**src/rtl/game_sequencer.sv**
```systemverilog
// game_sequencer: selects the active game, shows a banner on switch, gates button pulses.
// Optional display blanking after inactivity is enabled by GAME_SEQUENCER_IDLE_BLANK_EN.
`default_nettype none

module game_sequencer #(
    parameter int BANNER_CYCLES = 6000000,
    parameter int IDLE_CYCLES   = 16000000
) (
    input  logic       clk,
    input  logic       reset,
    input  logic       btn_switch_pulse,
    input  logic       btn1_pulse,
    input  logic       btn2_pulse,
    input  logic [3:0] counter_value,
    input  logic [3:0] dice_value,
    input  logic [3:0] hl_value,
    output logic [1:0] game_sel,
    output logic       counter_inc,
    output logic       counter_dec,
    output logic       dice_roll,
    output logic       hl_higher,
    output logic       hl_lower,
    output logic [3:0] display_value,
    output logic       banner_active,
    output logic       idle
);

    localparam logic [23:0] c_banner_last = 24'(BANNER_CYCLES - 1);
    localparam logic [3:0]  c_blank       = 4'd12;

    typedef enum logic [1:0] {
        ST_PLAY   = 2'd0,
        ST_BANNER = 2'd1
`ifdef GAME_SEQUENCER_IDLE_BLANK_EN
        ,
        ST_IDLE   = 2'd2
`endif
    } state_t;

    state_t      state_q, state_d;
    logic [1:0]  sel_q, sel_d;
    logic [23:0] banner_cnt_q, banner_cnt_d;
    logic [1:0]  w_sel_next;
    logic        w_any_pulse;
    logic        w_fwd;

    // Three games only: 2 wraps back to 0 so the value 3 is never reached.
    assign w_sel_next  = (sel_q == 2'd2) ? 2'd0 : sel_q + 2'd1;
    assign w_any_pulse = btn_switch_pulse | btn1_pulse | btn2_pulse;

`ifdef GAME_SEQUENCER_IDLE_BLANK_EN
    localparam logic [23:0] c_idle_last = 24'(IDLE_CYCLES - 1);
    logic [23:0] idle_cnt_q, idle_cnt_d;

    always_ff @(posedge clk or posedge reset) begin
        if (reset) begin
            idle_cnt_q <= '0;
        end else begin
            idle_cnt_q <= idle_cnt_d;
        end
    end
`endif

    always_ff @(posedge clk or posedge reset) begin
        if (reset) begin
            state_q      <= ST_PLAY;
            sel_q        <= 2'd0;
            banner_cnt_q <= '0;
        end else begin
            state_q      <= state_d;
            sel_q        <= sel_d;
            banner_cnt_q <= banner_cnt_d;
        end
    end

    always_comb begin
        state_d      = state_q;
        sel_d        = sel_q;
        banner_cnt_d = banner_cnt_q;
`ifdef GAME_SEQUENCER_IDLE_BLANK_EN
        // Held at zero outside PLAY, so every entry to PLAY starts a fresh count.
        idle_cnt_d   = '0;
`endif
        case (state_q)
            ST_PLAY: begin
                if (btn_switch_pulse) begin
                    sel_d        = w_sel_next;
                    state_d      = ST_BANNER;
                    banner_cnt_d = '0;
                end
`ifdef GAME_SEQUENCER_IDLE_BLANK_EN
                else if (!w_any_pulse) begin
                    if (idle_cnt_q == c_idle_last) begin
                        state_d = ST_IDLE;
                    end else begin
                        idle_cnt_d = idle_cnt_q + 24'd1;
                    end
                end
`endif
            end
            ST_BANNER: begin
                if (btn_switch_pulse) begin
                    sel_d        = w_sel_next;
                    banner_cnt_d = '0;
                end else if (banner_cnt_q == c_banner_last) begin
                    state_d      = ST_PLAY;
                    banner_cnt_d = '0;
                end else begin
                    banner_cnt_d = banner_cnt_q + 24'd1;
                end
            end
`ifdef GAME_SEQUENCER_IDLE_BLANK_EN
            ST_IDLE: begin
                // The waking pulse is consumed; game selection is untouched.
                if (w_any_pulse) begin
                    state_d = ST_PLAY;
                end
            end
`endif
            default: begin
                state_d = ST_PLAY;
            end
        endcase
    end

    // Reset gating keeps pulse outputs quiet while reset is held.
    assign w_fwd = (state_q == ST_PLAY) & ~btn_switch_pulse & ~reset;

    assign counter_inc = w_fwd & btn1_pulse & (sel_q == 2'd0);
    assign counter_dec = w_fwd & btn2_pulse & (sel_q == 2'd0);
    assign dice_roll   = w_fwd & btn1_pulse & (sel_q == 2'd1);
    assign hl_higher   = w_fwd & btn1_pulse & (sel_q == 2'd2);
    assign hl_lower    = w_fwd & btn2_pulse & (sel_q == 2'd2);

    assign game_sel      = sel_q;
    assign banner_active = (state_q == ST_BANNER);

`ifdef GAME_SEQUENCER_IDLE_BLANK_EN
    assign idle = (state_q == ST_IDLE);
`else
    assign idle = 1'b0;
`endif

    always_comb begin
        display_value = counter_value;
        case (state_q)
            ST_BANNER: display_value = {2'b00, sel_q} + 4'd1;
`ifdef GAME_SEQUENCER_IDLE_BLANK_EN
            ST_IDLE:   display_value = c_blank;
`endif
            default: begin
                case (sel_q)
                    2'd1:    display_value = dice_value;
                    2'd2:    display_value = hl_value;
                    default: display_value = counter_value;
                endcase
            end
        endcase
    end

endmodule

`default_nettype wire

```
**config.mk**
```make
export PLATFORM = sky130hd
export DESIGN_NAME = game_sequencer
export DESIGN_NICKNAME = d
export VERILOG_FILES = /design/src/rtl/game_sequencer.sv
export SDC_FILE = /design/constraint.sdc
export NUM_CORES = 1
export LEC_CHECK = 0
export ABC_AREA = 1
export CAP_MARGIN = 0
export CORE_MARGIN = 3
export CORE_UTILIZATION = 45
export DETAILED_ROUTE_END_ITERATION = 7
export PLACE_DENSITY = 0.69
export SYNTH_ARGS = -nofsm -noshare
export SYNTH_HDL_FRONTEND = slang
export SYNTH_SLANG_ARGS = --single-unit
```
**constraint.sdc**
```tcl
create_clock -name clk -period 2.1 [get_ports clk]
set_input_delay 0.42 -clock clk [delete_from_list [all_inputs] [get_ports clk]]
set_output_delay 0.42 -clock clk [all_outputs]
set_load 0.02 [all_outputs]
```
==> run_results.csv, run 1 <==
group,metric,value,unit
finish,nNetsFinal,329,
setup_path,ff2ff_path_depth,8,
clock_tree,cts.clk_slew.worst_paths,0.09,ns
placed_design,portBuffers,28,
placed_design,pre_cts_ws,-0.2409,ns
logic_synthesis,yosys_most_used_dff,"dfrtp_1",
setup_path,crit_path_end,"display_value[3]",
setup_path,worstReg2RegStart,"banner_cnt_q[0]",
setup_path,crit_start,"game_sel[0]",
finish,fill_cells,386,
logic_synthesis,synth_nets,291,
placed_design,dp.cells,350,
logic_synthesis,syn_area,0.001919,mm^2
placed_design,routabilityCongestion,0.8135,
detailed_routing,vias_per_cell,4.814,
clock_tree,cts_sinks,27,
power_and_ir_drop,cell_internal_pwr,926.8,uW
sta,skew,0.003407,ns
detailed_routing,initialDrtViolationCount,88,
clock_tree,cts_tree,"yes",
die,core-area,0.004058,mm^2
grt,grt-ovfl-total,0,
setup_path,worstSetupStartpointType,"register",
detailed_routing,wl_per_cell,11.77,um
setup_path,cp_max_fo,8,
sta,post-route-min-period,1.956,ns
die,start_util,47.30,%
logic_synthesis,yosys-top-cells-area,"dfrtp_1 (35%), nand2_1 (15%), nand3_1 (5.5%)",
min_path,hold_path.class,"reg -> reg",
power_and_ir_drop,combPwrFrac,38.9,%
logic_synthesis,yosysTopAreaCell,"dfrtp_1",
detailed_routing,drtAntennaViolNets,0,
grt,grt_pass1_vias,1537,
finish,antenna_cells,0,
power_and_ir_drop,power_switching,481.7,uW
clock_tree,htreeDepth,1,
sta,finalHoldViolations,0,
clock_tree,cts_buffers,3,
power_and_ir_drop,clock_power_share,21.7,%
sta,tns,0,ns
logic_synthesis,synth-seq-cells,27,
finish,final_cell_mix,"nand2_1 (77), dfrtp_1 (27), inv_1 (25)",
power_and_ir_drop,power_leakage,1.017,nW
die,fp.dieH,71.31,um
outcome,outcome,"finished, final reports clean",
detailed_routing,drcViolationCount,0,
die,die_x,71.31,um
logic_synthesis,synthCells,267,
power_and_ir_drop,p_seq_share,39.4,%
setup_path,crit_type,"reg -> out",
power_and_ir_drop,peakVddDrop,0.0004149,V
clock_tree,clock_path_buffers,2,
grt,grt_pass1_wl,7141,um
power_and_ir_drop,switching_share,34.20,%
grt,grt_max_degree,28,
detailed_routing,dr_total_vias,1704,
logic_synthesis,ys.warnings.count,0,
setup_path,rr_endpoint,"banner_cnt_q[19]",
sta,fmax,511.1,MHz
clock_tree,cts_root_buffer,"clkbuf_8",
setup_path,arrival,1.54,ns
detailed_routing,dr.pass1.iters,4,
logic_synthesis,syn_avg_cell_area,7.189,um^2
finish,syn2layout_area_growth,23.21,%
setup_path,worstSetupEndpointType,"primary output",
logic_synthesis,yosysTopAreaCellShare,35.20,%
grt,track_usage,17.51,%
die,fp-row-count,23,
sta,fin_crit_sh,93.16,%
logic_synthesis,ys_types,30,
logic_synthesis,yosysSeqAreaShare,35.20,%
finish,layout.cells.non_filler,354,
placed_design,dp_hpwl,3180,um
logic_synthesis,synth_edf_count,0,
detailed_routing,routed_wl,4168,um
sta,setup_viol,0,
die,die-area,0.005085,mm^2
setup_path,crit_required,1.68,ns
min_path,min_from,"banner_cnt_q[21]",
job,maxCapViolCount,0,
sta,setup_slack,0.1436,ns
grt,antenna_found_initial,0,
finish,drive_above_1_share,19.41,%
power_and_ir_drop,p_per_area,595.6,mW/mm^2
setup_path,rrSetupSlack,0.49,ns
sta,final_max_slew_viol_count,0,
sta,rsz0062_at_grt,"no",
finish,layout_commonest_cell,"nand2_1",
logic_synthesis,async_reset_ff_share,100.0,%
clock_tree,clkLatencyLatePin,0.28,ns
die,io_pins,30,
[Yosys cell counts, types with 3 or more instances]
cell / count
nand3_1: 21
nor2_2: 9
nand2_1: 77
nand4_1: 3
inv_2: 5
o21bai_1: 4
nand2_2: 7
nor3_1: 4
nand3_2: 3
o21ai_0: 6
xnor2_1: 5
dfrtp_1: 27
xor2_1: 5
nor2_4: 5
nor2_1: 25
inv_1: 27
ha_1: 7
o22ai_1: 4
o21ai_1: 10
[metrics by stage]
| stage | hold slack [ns] | total power [mW] | utilization [%] | instance area [um^2] |
|---|---|---|---|---|
| CTS | 0.5424 | 1.384 | 58.13 | 2359 |
| global placement | 0.5163 | 1.064 | 56.83 | 2306 |
| finish | 0.5362 | 1.409 | 58.28 | 2365 |
| global route | 0.5815 | 1.500 | 58.28 | 2365 |
| floorplan | 0.4876 | 0.8268 | - | 1919 |
| detailed placement | 0.5198 | 1.076 | 56.83 | 2306 |
[state kept, by name, summed over array words and instances, names as in the netlist]
register and count:
state_q 1, game_sel 2, banner_cnt_q 24
[critical path, cell delays in order, from the launching register on]
cell             delay, ns
dfrtp_1               0.39
inv_2                 0.13
ha_4                  0.25
o211ai_1              0.18
inv_1                 0.05
clkdlybuf4s15_2       0.25
[cell type report]
class / count / area, um^2 / share of cell area, %
Clock buffer: 3 / 41.29 / 1.746
Tap cell: 50 / 62.56 / 2.646
Timing Repair Buffer: 38 / 325.3 / 13.76
Clock inverter: 1 / 7.507 / 0.3175
Sequential cell: 27 / 675.6 / 28.57
Inverter: 32 / 120.1 / 5.079
Multi-Input combinational cell: 203 / 1132 / 47.88
[per-layer routing]
| metal | track usage (%) | up-vias | share of wire, % | wire length, um |
|---|---|---|---|---|
| met2 | 27.35 | 24 | 44 | 1834 |
| met5 | 0 | - | 0 | 0 |
| li1 | - | 923 | - | - |
| met4 | 3.967 | 0 | 0.74 | 31 |
| met3 | 3.086 | 2 | 3.4 | 143 |
| met1 | 25.38 | 755 | 52 | 2159 |
[repair_timing]
action	CTS	global route
resized for setup	18	18
endpoints found under the setup margin	9	9
hold buffers	0	0
setup buffers	0	0
[cells by family after synthesis]
| group | count (synthesis) | synth area share, % |
|---|---|---|
| flops | 27 | 35.20 |
| buf+inv | 37 | 7.888 |
| xor+xnor | 10 | 4.563 |
| simple gates | 156 | 38.59 |
| compound gates | 29 | 8.996 |
| other cells | 1 | 0.1954 |
| fa+ha+maj | 7 | 4.563 |
[power groups by stage]
stage | Sequential (mW) | Combinational [mW] | Clock, mW
floorplan | 0.591 | 0.236 | 0
global placement | 0.563 | 0.501 | 0
detailed placement | 0.563 | 0.513 | 0
CTS | 0.552 | 0.513 | 0.319
global route | 0.558 | 0.604 | 0.337
finish | 0.555 | 0.548 | 0.306
[worst min path at each step]
stage	endpoint	slack, ns	cells past startpoint
6_report	banner_cnt_q[21]	0.54	2
5_1_grt	banner_cnt_q[23]	0.58	2
4_1_cts	banner_cnt_q[21]	0.54	2
3_5_place_dp	banner_cnt_q[21]	0.52	2
3_3_place_gp	banner_cnt_q[23]	0.52	2
2_1_floorplan	banner_cnt_q[0]	0.49	1
Power figures use the tool's default switching activity.
==> run 2: changes to the inputs <==
SLEW_MARGIN = 20   (was unset)
==> results of run 2 <==
Same layout as run 1: the final DEF is identical, and so are final timing and power.
==> run 3: changes to the inputs <==
CAP_MARGIN = 30   (was 0)
CTS_BUF_LIST = sky130_fd_sc_hd__clkbuf_8   (was unset)
PLACE_DENSITY = 0.71   (was 0.69)
clock period = 1.7 ns   (was 2.1 ns; I/O delays follow)
==> run_results.csv, run 3 (same netlist as run 1, synthesis figures left out) <==
group,metric,value,unit
placed_design,dp.cells,359,
finish,nNetsFinal,344,
grt,grt_max_degree,28,
finish,syn2layout_area_growth,33.77,%
setup_path,cp_max_fo,4,
placed_design,placed_area,0.002401,mm^2
clock_tree,clkLatencyLatePin,0.28,ns
sta,setup_viol,6,
finish,multiInputGateArea,0.001182,mm^2
die,die_x,71.31,um
grt,grt_pass1_wl,8231,um
finish,fin_area,0.002567,mm^2
grt,grt_pass1_vias,1807,
power_and_ir_drop,p_per_area,781.5,mW/mm^2
sta,final_max_slew_viol_count,0,
setup_path,worstSetupStartpointType,"register",
min_path,hold_path.class,"in -> async",
detailed_routing,routed_wl,4525,um
finish,largest_register_ffs,24,
finish,drive_above_1_share,28.53,%
outcome,outcome,"finished with violations",
detailed_routing,dr_wl_met3,140,um
clock_tree,cts.clk_slew.worst_paths,0.11,ns
clock_tree,htreeDepth,1,
finish,regArea,678.2,um^2
finish,fill_cells,345,
finish,antenna_cells,0,
setup_path,worstSetupEndpointType,"primary output",
placed_design,routabilityCongestion,0.8332,
die,fp-row-count,23,
sta,rsz0062_at_grt,"yes",
grt,track_usage,19.63,%
clock_tree,holdBufCountCts,0,
clock_tree,cts_tree,"yes",
placed_design,portBuffers,28,
detailed_routing,drcViolationCount,0,
placed_design,dp_hpwl,3428,um
sta,finalHoldViolations,0,
sta,fin_crit_sh,109.2,%
detailed_routing,dr.pass1.iters,4,
grt,antenna_found_initial,0,
detailed_routing,wl_per_cell,12.26,um
outcome,failed_checks,"setup timing",
sta,whs,0.5359,ns
die,start_util,47.30,%
grt,grt-ovfl-total,0,
die,core-area,0.004058,mm^2
detailed_routing,drtAntennaViolNets,0,
clock_tree,cts_root_buffer,"clkbuf_8",
detailed_routing,wl_met2,2245,um
detailed_routing,dr.max_layer_used,"met4",
finish,final_core_util,63.27,%
die,die-area,0.005085,mm^2
setup_path,crit_required,1.36,ns
sta,tns,-0.5354,ns
power_and_ir_drop,power_leakage,1.118,nW
finish,layout.cells.non_filler,369,
die,fp.dieH,71.31,um
sta,post-route-min-period,1.856,ns
sta,skew,0.01601,ns
sta,fmax,538.8,MHz
power_and_ir_drop,total_power,2.007,mW
detailed_routing,initialDrtViolationCount,130,
finish,final_cell_mix,"nand2_1 (74), dfrtp_1 (25), inv_1 (24)",
power_and_ir_drop,peakVddDrop,0.0006977,V
clock_tree,cts_buffers,3,
finish,layout_commonest_cell,"nand2_1",
finish,regMostFlops,"banner_cnt_q",
sta,setup_slack,-0.1558,ns
setup_path,crit_type,"reg -> out",
job,maxCapViolCount,0,
detailed_routing,dr_total_vias,1822,
detailed_routing,vias_per_cell,4.938,
clock_tree,clock_path_buffers,2,
detailed_routing,wl_met1,2120,um
die,io_pins,30,
placed_design,pre_cts_ws,-0.4958,ns
clock_tree,cts_sinks,27,
setup_path,arrival,1.52,ns
[run 3: changes by cell type in the layout (fill, tap and decap cells not counted), moves of 3 or more]
cell	delta
nor2_1	-3
clkdlybuf4s50_1	-4
buf_6	+8
nand3_1	-3
nand3_2	+3
nand2_2	+3
buf_4	+13
clkbuf_2	-5
nand2_1	-3
[run 3: worst paths after layout]
kind                                  start               end  slack [ns]  depth (start not counted)
min in group clk           banner_cnt_q[23]  banner_cnt_q[23]        0.54                          2
max in group asynchronous             reset       game_sel[1]        0.87                          3
min reg2reg                banner_cnt_q[23]  banner_cnt_q[23]        0.54                          2
max                             game_sel[1]  display_value[3]       -0.16                          8
min                                   reset   banner_cnt_q[4]        0.54                          3
max reg2reg                 banner_cnt_q[1]   banner_cnt_q[5]        0.17                          7
[run 3: cell type report]
type | count | area share (%)
clock buffers | 3 | 1.608
clock inverters | 1 | 0.2924
inverters | 32 | 5.020
multi-input cells | 203 | 46.05
flip-flops and latches | 27 | 26.41
well taps | 50 | 2.437
repair buffers | 53 | 18.18
[run 3: repair_timing]
item	in CTS	in global routing
buffers inserted	5	1
gates cloned	0	0
setup endpoints to repair	11	9
pin swaps	9	3
resized for setup	68	4
[run 3: report_power, final]
group          switching [mW]  total, mW  internal, mW
clock network           0.220      0.386         0.167
registers              0.0310      0.700         0.670
logic                   0.431      0.920         0.488
total                   0.682       2.01          1.32
[run 3: per-layer routing]
layer  global-route usage (%)  vias up
li1                         -      944
met1                    27.39      853
met2                    32.04       23
met3                    3.506        2
met4                    3.967        0
met5                        0        -
[run 3: worst max-delay path: stages, from the launching register on]
cell and delay (ns):
dfrtp_2 0.44, buf_6 0.13, ha_4 0.16, buf_6 0.11, nand2_2 0.05, nand3_2 0.06, o211ai_1 0.07, inv_1 0.08
buf_6 0.13
